===== src/rtl/mvau_defn.sv =====
// Shared definitions for the MVAU input-buffer controller: FSM state type and
// a counter-width helper that stays at least one bit wide.
package mvau_defn;

  typedef enum logic {
    FILL   = 1'b0,
    REPLAY = 1'b1
  } buf_state_e;

  function automatic int cnt_width(input int n);
    return (n > 1) ? $clog2(n) : 1;
  endfunction

endpackage


===== src/rtl/mvau_fold_cnt.sv =====
// Wrap-around fold counter: counts 0..MODULUS-1 on enable, flags the terminal
// count, and clears on synchronous active-low reset.
module mvau_fold_cnt #(
  parameter int MODULUS = 4,
  parameter int W       = 2
) (
  input  logic         clk,
  input  logic         rst_n,
  input  logic         en,
  output logic [W-1:0] cnt,
  output logic         tc
);

  localparam logic [W-1:0] LAST = W'(MODULUS - 1);

  assign tc = (cnt == LAST);

  always_ff @(posedge clk) begin
    // NOTE: registers use non-blocking assignment so every flop sees pre-edge values.
    if (!rst_n)   cnt <= '0;
    else if (en)  cnt <= tc ? '0 : cnt + W'(1);
  end

endmodule


===== src/rtl/mvau_inp_buf_ctrl.sv =====
// MVAU input activation buffer controller: writes the first neuron fold through
// to compute, replays it NF-1 times. Optional stall counter: MVAU_BUF_STALL_CNT_EN.
module mvau_inp_buf_ctrl
  import mvau_defn::*;
#(
  parameter  int MatrixW  = 20,
  parameter  int MatrixH  = 20,
  parameter  int SIMD     = 2,
  parameter  int PE       = 2,
  localparam int SF       = MatrixW / SIMD,
  localparam int NF       = MatrixH / PE,
  localparam int BUF_ADDR = $clog2(SF),
  localparam int NF_W     = cnt_width(NF)
) (
  input  logic                clk,
  input  logic                rst_n,
  input  logic                in_v,
  output logic                in_rdy,
  input  logic                out_rdy,
  output logic                out_v,
  output logic                buf_wr_en,
  output logic                buf_rd_en,
  output logic [BUF_ADDR-1:0] buf_addr,
  output logic                sf_last,
  output logic                nf_last
`ifdef MVAU_BUF_STALL_CNT_EN
  ,
  output logic [31:0]         stall_cnt
`endif
);

  buf_state_e          state;
  logic [BUF_ADDR-1:0] sf_cnt;
  logic [NF_W-1:0]     nf_cnt;
  logic                sf_tc;
  logic                nf_tc;
  logic                in_fill;
  logic                xfer;

  assign in_fill = (state == FILL);
  // In REPLAY the word comes from the buffer, so only the consumer gates a beat.
  assign xfer    = rst_n & out_rdy & (in_fill ? in_v : 1'b1);

  mvau_fold_cnt #(.MODULUS(SF), .W(BUF_ADDR)) u_sf_cnt (
    .clk   (clk),
    .rst_n (rst_n),
    .en    (xfer),
    .cnt   (sf_cnt),
    .tc    (sf_tc)
  );

  mvau_fold_cnt #(.MODULUS(NF), .W(NF_W)) u_nf_cnt (
    .clk   (clk),
    .rst_n (rst_n),
    .en    (xfer & sf_tc),
    .cnt   (nf_cnt),
    .tc    (nf_tc)
  );

  always_ff @(posedge clk) begin
    if (!rst_n) begin
      state <= FILL;
    end else if (xfer && sf_tc) begin
      case (state)
        FILL:    if (NF > 1) state <= REPLAY;
        REPLAY:  if (nf_tc)  state <= FILL;
        default: state <= FILL;
      endcase
    end
  end

  always_comb begin
    // NOTE: every output gets a default first, so no path can infer a latch.
    in_rdy    = 1'b0;
    out_v     = 1'b0;
    buf_wr_en = 1'b0;
    buf_rd_en = 1'b0;
    buf_addr  = '0;
    sf_last   = 1'b0;
    nf_last   = 1'b0;
    if (rst_n) begin
      buf_addr = sf_cnt;
      sf_last  = sf_tc;
      nf_last  = (nf_cnt == NF_W'(NF - 1));
      if (in_fill) begin
        in_rdy    = out_rdy;
        out_v     = in_v;
        buf_wr_en = in_v & out_rdy;
      end else begin
        out_v     = 1'b1;
        buf_rd_en = 1'b1;
      end
    end
  end

`ifdef MVAU_BUF_STALL_CNT_EN
  logic stall;

  // Backpressure cycles plus FILL cycles where compute waits on upstream.
  assign stall = (out_v & ~out_rdy) | (in_fill & ~in_v & out_rdy);

  always_ff @(posedge clk) begin
    if (!rst_n)                         stall_cnt <= '0;
    else if (stall && stall_cnt != '1)  stall_cnt <= stall_cnt + 32'd1;
  end
`else
  // Stall instrumentation is not built in this configuration.
`endif

endmodule


===== config.mk =====
export PLATFORM = sky130hd
export DESIGN_NAME = mvau_inp_buf_ctrl
export DESIGN_NICKNAME = d
export VERILOG_FILES = /design/src/rtl/mvau_defn.sv /design/src/rtl/mvau_fold_cnt.sv /design/src/rtl/mvau_inp_buf_ctrl.sv
export SDC_FILE = /design/constraint.sdc
export NUM_CORES = 1
export LEC_CHECK = 0
export CAP_MARGIN = 40
export CORE_MARGIN = 2
export CORE_UTILIZATION = 40
export DETAILED_ROUTE_END_ITERATION = 8
export HOLD_SLACK_MARGIN = 0.15
export PLACE_DENSITY = 0.7
export REMOVE_ABC_BUFFERS = 1
export SLEW_MARGIN = 0
export SYNTH_ARGS = -nofsm -noshare
export SYNTH_HDL_FRONTEND = slang
export SYNTH_HIERARCHICAL = 1
export SYNTH_SLANG_ARGS = --single-unit

===== constraint.sdc =====
create_clock -name clk -period 1.35 [get_ports clk]
set_input_delay 0.27 -clock clk [delete_from_list [all_inputs] [get_ports clk]]
set_output_delay 0.27 -clock clk [all_outputs]
set_load 0.02 [all_outputs]

==> impl_results.md, run 1 <==
* Worst-path clk slew at 0.07 ns
* Root Driver: clkbuf_4
* Routed WL at 1.37 mm
* Seq/Total Area, Yosys at approximately 34%
* Peak supply drop at approximately 0.00058 V
* Slowest stage cell on the critical path: dfxtp_2
* Met3 wire len at 60 microns
* Post-synth EDFFs at 0
* Total power at around 0.00056 W
* I/O pin count at 14
* Critical Path Fanout Max at 3
* Core area at 1270 sq um
* Initial drt markers at 5
* Sw power at between 0.0001 and 0.00015 W
* Int Pwr at 0.000419 W
* Simple-gate share of the synthesized area at 42.4%
* Die Area at 1650 sq um
* Largest family of logic cells by synthesized area: simple AND/OR/NAND/NOR gates
* Tmin final at approximately 1.6 ns
* Clk pwr share at around two fifths
* Hold Path Class: in -> reg
* Pwr Density at 619 nW/um^2
* Most frequent cells in the layout: 22 x buf_4, 8 x nand2_1, 6 x buf_6
* Final worst setup slack at -0.223 ns
* YS warnings at 6
* Initial DRT Pass Iterations at 3
* Nets@finish at 102
* Gate power share at 13.1%
* Synthesized cell area at 537 sq um
* Commonest non-fill, non-tap cell in the layout: buf_4
* Clk Latency, worst-skew pair at 0.27 ns
* Die width at 40.6 microns
* Synth async-reset ratio at 0%
* Startpoint Class: register
* Hold Vio Cnt, Final at 0
* Vias in the first global route at 498
* Critical Path RT at 1.54 ns
* Design area at ~900 sq um
* DRC at 0
* Crit Path Class: reg -> reg
* Vias post-DR at 559
* MaxCap Viol Count at 0
* Max Fclk at 636 MHz
* Clk buf depth at 2
* Chip height at between 40 and 50 microns
* Register area at 185 sq um
* Post-Synth XOR/XNOR Area at 6.53%
* DR top layer: met4
* CP arrival at roughly 1.8 ns
* Main area contributors after synthesis: dfxtp_1 34%, and2_2 8.4%, nor3b_2 7.0%, nand2_1 5.6%, and2_1 4.7%
* Final ANT Viol Nets at 0
* Seq cells post-synth at 9
* Hold_ws at 0.341 ns
* Area delta synth->final at 67.6%
* WL/cell at 12.2 microns
* Dominant synthesized flop cell: dfxtp_1
* CTS tree: built
* CTS buffer count at 3
* Synth Instances at ~60
* Layout cells sized above 1 at 61.9%
* Post-Synth Adder-Cell Area at 0%
* Clock sink count at 9
* Slew @ Worst Pin at 0.232 ns
* Area leader, netlist: dfxtp_1
* Yosys top cell area share at between 30% and 40%
* H-Tree Level Count at 1
* Sum Neg Setup Slack at -0.856 ns
* Critical-path cell list: and4bb_2 > buf_6 > nor3b_4 > nand2_1 > a211o_1 > a21boi_1
* Largest net degree at the start of global routing at 9
* GRT Overall Usage at 20.9%
* Final period utilization at 116%
* Count of pins over their slew limit at 0
* I/O Buffers at 13
* Finished Core Util at 70.9%
* Fillers at 104
* Post-detail-place hpwl at about 1.0 mm
* Area after DPL at 828 sq um
* Slew HR at a little over four fifths
* WL met1 at 535 microns
* CP top delay family: simple AND/OR/NAND/NOR gates
* DR WL met2 at 751 microns
* Critical path's largest stage delay at around 0.32 ns
* Num rows at 13
* Failing checks: negative setup slack
* Setup violations, final at 5
* Net Sw Frac at approximately 25%
* Via-to-Cell Ratio at 4.99
* Post-Syn Area per Cell at 9.10 sq um
* Global-route wire length before repair at ~2.1 mm
* Post-synthesis mux area share at 4.20%
* Compound-cell area share of the yosys netlist at 11.9%
* CP endpoint kind: register
* Seq pwr share at between 40% and 50%
* Initial antenna violation count at 0
* WP buf/inv at 1
* Initial core utilization at 42.3%
* Leak pwr at 0.392 nW
* Area occupied by multi-input gates at approximately 380 sq um
* RSZ-0062 raised after global routing: true
* Cts-stage hold buffer count at 0
* ANT cells at 0
* GPL Wtd Cong at 0.669
* Fin Clk Skew at ~0.012 ns
* GRT overflow at 0
* Library cells used by synthesis at 22
* Outcome: finished with violations
[path summary, 6_finish.rpt]
check	end	cells past startpoint	slack, ns	start
hold reg to reg	u_sf_cnt/cnt[1]	3	0.60	u_sf_cnt/cnt[1]
setup / recovery	u_nf_cnt/cnt[1]	6	-0.22	u_sf_cnt/cnt[1]
hold / removal	u_nf_cnt/cnt[1]	2	0.34	rst_n
setup reg to reg	u_nf_cnt/cnt[1]	6	-0.22	u_sf_cnt/cnt[1]
[registers in the layout, summed over array words and instances, names as in the netlist]
register	count
state	1
u_sf_cnt/cnt	4
u_nf_cnt/cnt	4
[Yosys cell counts (all sizes together), types with 2 or more instances]
| library cell | number |
|---|---|
| and2 | 10 |
| dfxtp | 9 |
| nand2 | 9 |
| nor2 | 3 |
| nor3b | 3 |
| a211o | 2 |
| a21boi | 2 |
| a21oi | 2 |
| and4bb | 2 |
| inv | 2 |
| mux2 | 2 |
| nand3 | 2 |
| o22ai | 2 |
| xnor2 | 2 |
| xor2 | 2 |
[power groups by stage]
stage / sequential (W) / clock [W] / combinational [W]
final: 0.000270 / 0.000214 / 0.0000731
after global routing: 0.000270 / 0.000239 / 0.0000785
after detailed placement: 0.000275 / 0 / 0.0000731
after floorplan: 0.000276 / 0 / 0.0000219
after CTS: 0.000269 / 0.000218 / 0.0000689
after global placement: 0.000275 / 0 / 0.0000704
[metal layers]
layer	up-vias	track usage [%]
li1	284	-
met1	260	21.3
met2	11	35.7
met3	4	9.78
met4	0	10.0
met5	-	0
[timing repair]
item,in CTS,in global routing
pin swaps,11,1
gates resized for setup,54,15
endpoints found under the setup margin,18,15
setup buffers,2,1
gates cloned,0,0
[per-stage QoR]
stage	worst slack, ns	cells
after floorplan	-0.0970	59
after global placement	-0.722	106
after detailed placement	-0.764	106
after CTS	-0.199	111
after global routing	-0.275	112
final	-0.223	112
[cell type report]
cell class / count / share of cell area, %
clock buffers: 4 / 2.92
inverters: 2 / 0.834
multi-input cells: 48 / 42.3
flip-flops and latches: 9 / 20.6
well taps: 15 / 2.09
repair buffers: 34 / 31.3
[worst register-to-register path, delay by kind of cell (launching register included)]
family,cells,cell delay (ns)
flip-flops,1,0.32
buffers and inverters,1,0.10
AO/OA/AOI/OAI,2,0.37
AND/OR/NAND/NOR,3,0.70
[kinds of logic (layout without fill, tap and decap cells)]
| group | after synthesis | after routing |
|---|---|---|
| and+or+nand+nor | 33 | 33 |
| AOI/OAI and AO/OA | 9 | 9 |
| DFF | 9 | 9 |
| xor gates and xnor gates | 4 | 4 |
| muxes | 2 | 2 |
| buffers and inverters | 2 | 40 |
Power figures use the tool's default switching activity.
==> run 2: changes to the inputs <==
--- a/config.mk
+++ b/config.mk
@@ -6,11 +6,11 @@
 export NUM_CORES = 1
 export LEC_CHECK = 0
 export CAP_MARGIN = 40
-export CORE_MARGIN = 2
-export CORE_UTILIZATION = 40
+export CORE_MARGIN = 1
+export CORE_UTILIZATION = 41
 export DETAILED_ROUTE_END_ITERATION = 8
 export HOLD_SLACK_MARGIN = 0.15
-export PLACE_DENSITY = 0.7
+export PLACE_DENSITY = 0.72
 export REMOVE_ABC_BUFFERS = 1
 export SLEW_MARGIN = 0
 export SYNTH_ARGS = -nofsm -noshare
==> impl_results.md, run 2 (synthesis results as in run 1) <==
* Area occupied by multi-input gates at 387 sq um (+1.6%)
* Clk buf depth at 2 (unchanged)
* H-Tree Level Count at 1 (unchanged)
* Hold Path Class: in -> reg
* Initial core utilization at 46.4% (+4.1 points)
* MaxCap Viol Count at 0 (unchanged)
* Seq pwr share at 48.7% (+0.3 points)
* CP arrival at 1.65 ns (-0.11 ns)
* GPL Wtd Cong at 0.685 (+2.3%)
* Worst-path clk slew at 0.06 ns (about the same)
* CTS tree: built
* Initial DRT Pass Iterations at 4 (+1)
* Tmin final at 1.46 ns (-0.111 ns)
* Slew @ Worst Pin at 0.230 ns (-0.00131 ns)
* Slew HR at 84.6% (+0.087 points)
* Startpoint Class: register
* GRT overflow at 0 (unchanged)
* WL/cell at 12.1 microns (-0.79%)
* Via-to-Cell Ratio at 4.85 (-2.7%)
* Critical Path Fanout Max at 4 (+1)
* Gate power share at 13.5% (+0.4 points)
* Register area at 188 sq um (+1.4%)
* Critical Path RT at 1.54 ns (about the same)
* Die width at 38.2 microns (-6.0%)
* CTS buffer count at 3 (unchanged)
* Fin Clk Skew at 0.00165 ns (-0.0104 ns)
* Critical-path cell list: and4bb_2 > nor3b_4 > nand3_2 > mux2_4 > o22ai_2
* Clk pwr share at 37.9% (-0.6 points)
* Area delta synth->final at 64.3%
* Total power at 0.000548 W (-1.6%)
* Chip height at 38.2 microns (-6.0%)
* Vias post-DR at 534 (-4.5%)
* Post-detail-place hpwl at 919 microns (-12%)
* Num rows at 12 (-1)
* Area after DPL at 820 sq um (-1.1%)
* Max Fclk at 684 MHz (+7.6%)
* Int Pwr at 0.000416 W (-0.58%)
* Initial antenna violation count at 0 (unchanged)
* Final worst setup slack at -0.111 ns (+0.111 ns)
* Cts-stage hold buffer count at 0 (unchanged)
* Commonest non-fill, non-tap cell in the layout: buf_4
* Initial drt markers at 12 (+7)
* Root Driver: clkbuf_4
* Failing checks: negative setup slack
* Biggest regs: u_nf_cnt/cnt: 4 flops, u_sf_cnt/cnt: 4 flops, state: 1 flops
* Layout cells sized above 1 at 62.5% (+0.64 points)
* Slowest stage cell on the critical path: and4bb_2
* Pwr Density at 622 nW/um^2 (+0.38%)
* Routed WL at 1.33 mm (-2.6%)
* Finished Core Util at 76.3% (+5.4 points)
* Final period utilization at 108% (-8.3 points)
* Hold_ws at 0.554 ns (+0.214 ns)
* Clk Latency, worst-skew pair at 0.25 ns (-0.02 ns)
* I/O Buffers at 13 (unchanged)
* Fillers at 86 (-17%)
* GRT Overall Usage at 19.5% (-1.3 points)
* Largest net degree at the start of global routing at 8 (-1)
* Design area at 882 sq um (-1.9%)
* Setup violations, final at 5 (unchanged)
* RSZ-0062 raised after global routing: true
* Final ANT Viol Nets at 0 (unchanged)
* Reg2reg setup slack at -0.11 ns (+0.11 ns)
* Core area at 1160 sq um (-8.9%)
* ANT cells at 0 (unchanged)
* Critical path's largest stage delay at 0.33 ns (about the same)
* Global-route wire length before repair at 1.94 mm (-9.4%)
* Clock sink count at 9 (unchanged)
* I/O pin count at 14 (unchanged)
* Count of pins over their slew limit at 0 (unchanged)
* Most frequent cells in the layout: 19 x buf_4, 7 x nand2_1, 6 x and2_2, 6 x buf_2
* Outcome: finished with violations
* Crit Path Class: reg -> reg
* CP endpoint kind: register
* Die Area at 1460 sq um (-12%)
* DRC at 0 (unchanged)
* Net Sw Frac at 24.0% (-0.76 points)
* Leak pwr at 0.396 nW (+1.1%)
* Peak supply drop at 0.000519 V (-10%)
* Pre-CTS setup slack at -0.706 ns (+0.0578 ns)
* Nets@finish at 101 (-0.98%)
* Sw power at 0.000132 W (-4.6%)
* Vias in the first global route at 460 (-7.6%)
* Hold Vio Cnt, Final at 0 (unchanged)
==> run 2: final timing paths <==
path                                   endpoint             from  cells after the start
worst max-delay path            u_nf_cnt/cnt[3]  u_sf_cnt/cnt[1]                      5
worst min-delay path                      state            rst_n                      3
worst max register to register  u_nf_cnt/cnt[3]  u_sf_cnt/cnt[1]                      5
worst min register to register  u_sf_cnt/cnt[1]  u_sf_cnt/cnt[1]                      3
==> run 2: through the flow <==
stage	instances	TNS (ns)
finish	110	-0.425
global placement	104	-9.54
floorplan	59	-0.202
CTS	110	-0.402
global route	110	-0.749
detailed placement	104	-9.92
==> run 2: final cells by class <==
| class | count | share of cell area (%) |
|---|---|---|
| multi-input cells | 48 | 43.8 |
| repair buffers | 33 | 29.1 |
| well taps | 14 | 1.99 |
| inverters | 2 | 0.851 |
| flip-flops and latches | 9 | 21.3 |
| clock buffers | 4 | 2.98 |
==> run 2: per-layer routing <==
| layer | vias up | routed length, microns | GRT usage [%] |
|---|---|---|---|
| met5 | - | 0 | 0 |
| met4 | 0 | 13 | 8.04 |
| met3 | 2 | 66 | 5.81 |
| met2 | 13 | 586 | 29.2 |
| met1 | 242 | 664 | 25.8 |
| li1 | 277 | - | - |
==> run 2: what timing repair did <==
item,in CTS,in global routing
buffers inserted,1,1
resized for setup,53,14
endpoints found under the hold margin,0,0
setup endpoints to repair,18,12
pin swaps,7,7
gates cloned,1,0
==> run 2: power by group through the flow <==
stage / sequential [W] / clock, W / combinational [W]
6_report: 0.000267 / 0.000208 / 0.0000738
3_5_place_dp: 0.000275 / 0 / 0.0000715
5_1_grt: 0.000267 / 0.000227 / 0.0000791
2_1_floorplan: 0.000276 / 0 / 0.0000219
4_1_cts: 0.000269 / 0.000213 / 0.0000719
3_3_place_gp: 0.000275 / 0 / 0.0000714
==> run 2: critical path: cells and delay by family, from the launching register on <==
kind            cells  cell delay, ns
compound gates      1            0.08
simple gates        3            0.72
mux                 1            0.28
flops               1            0.32
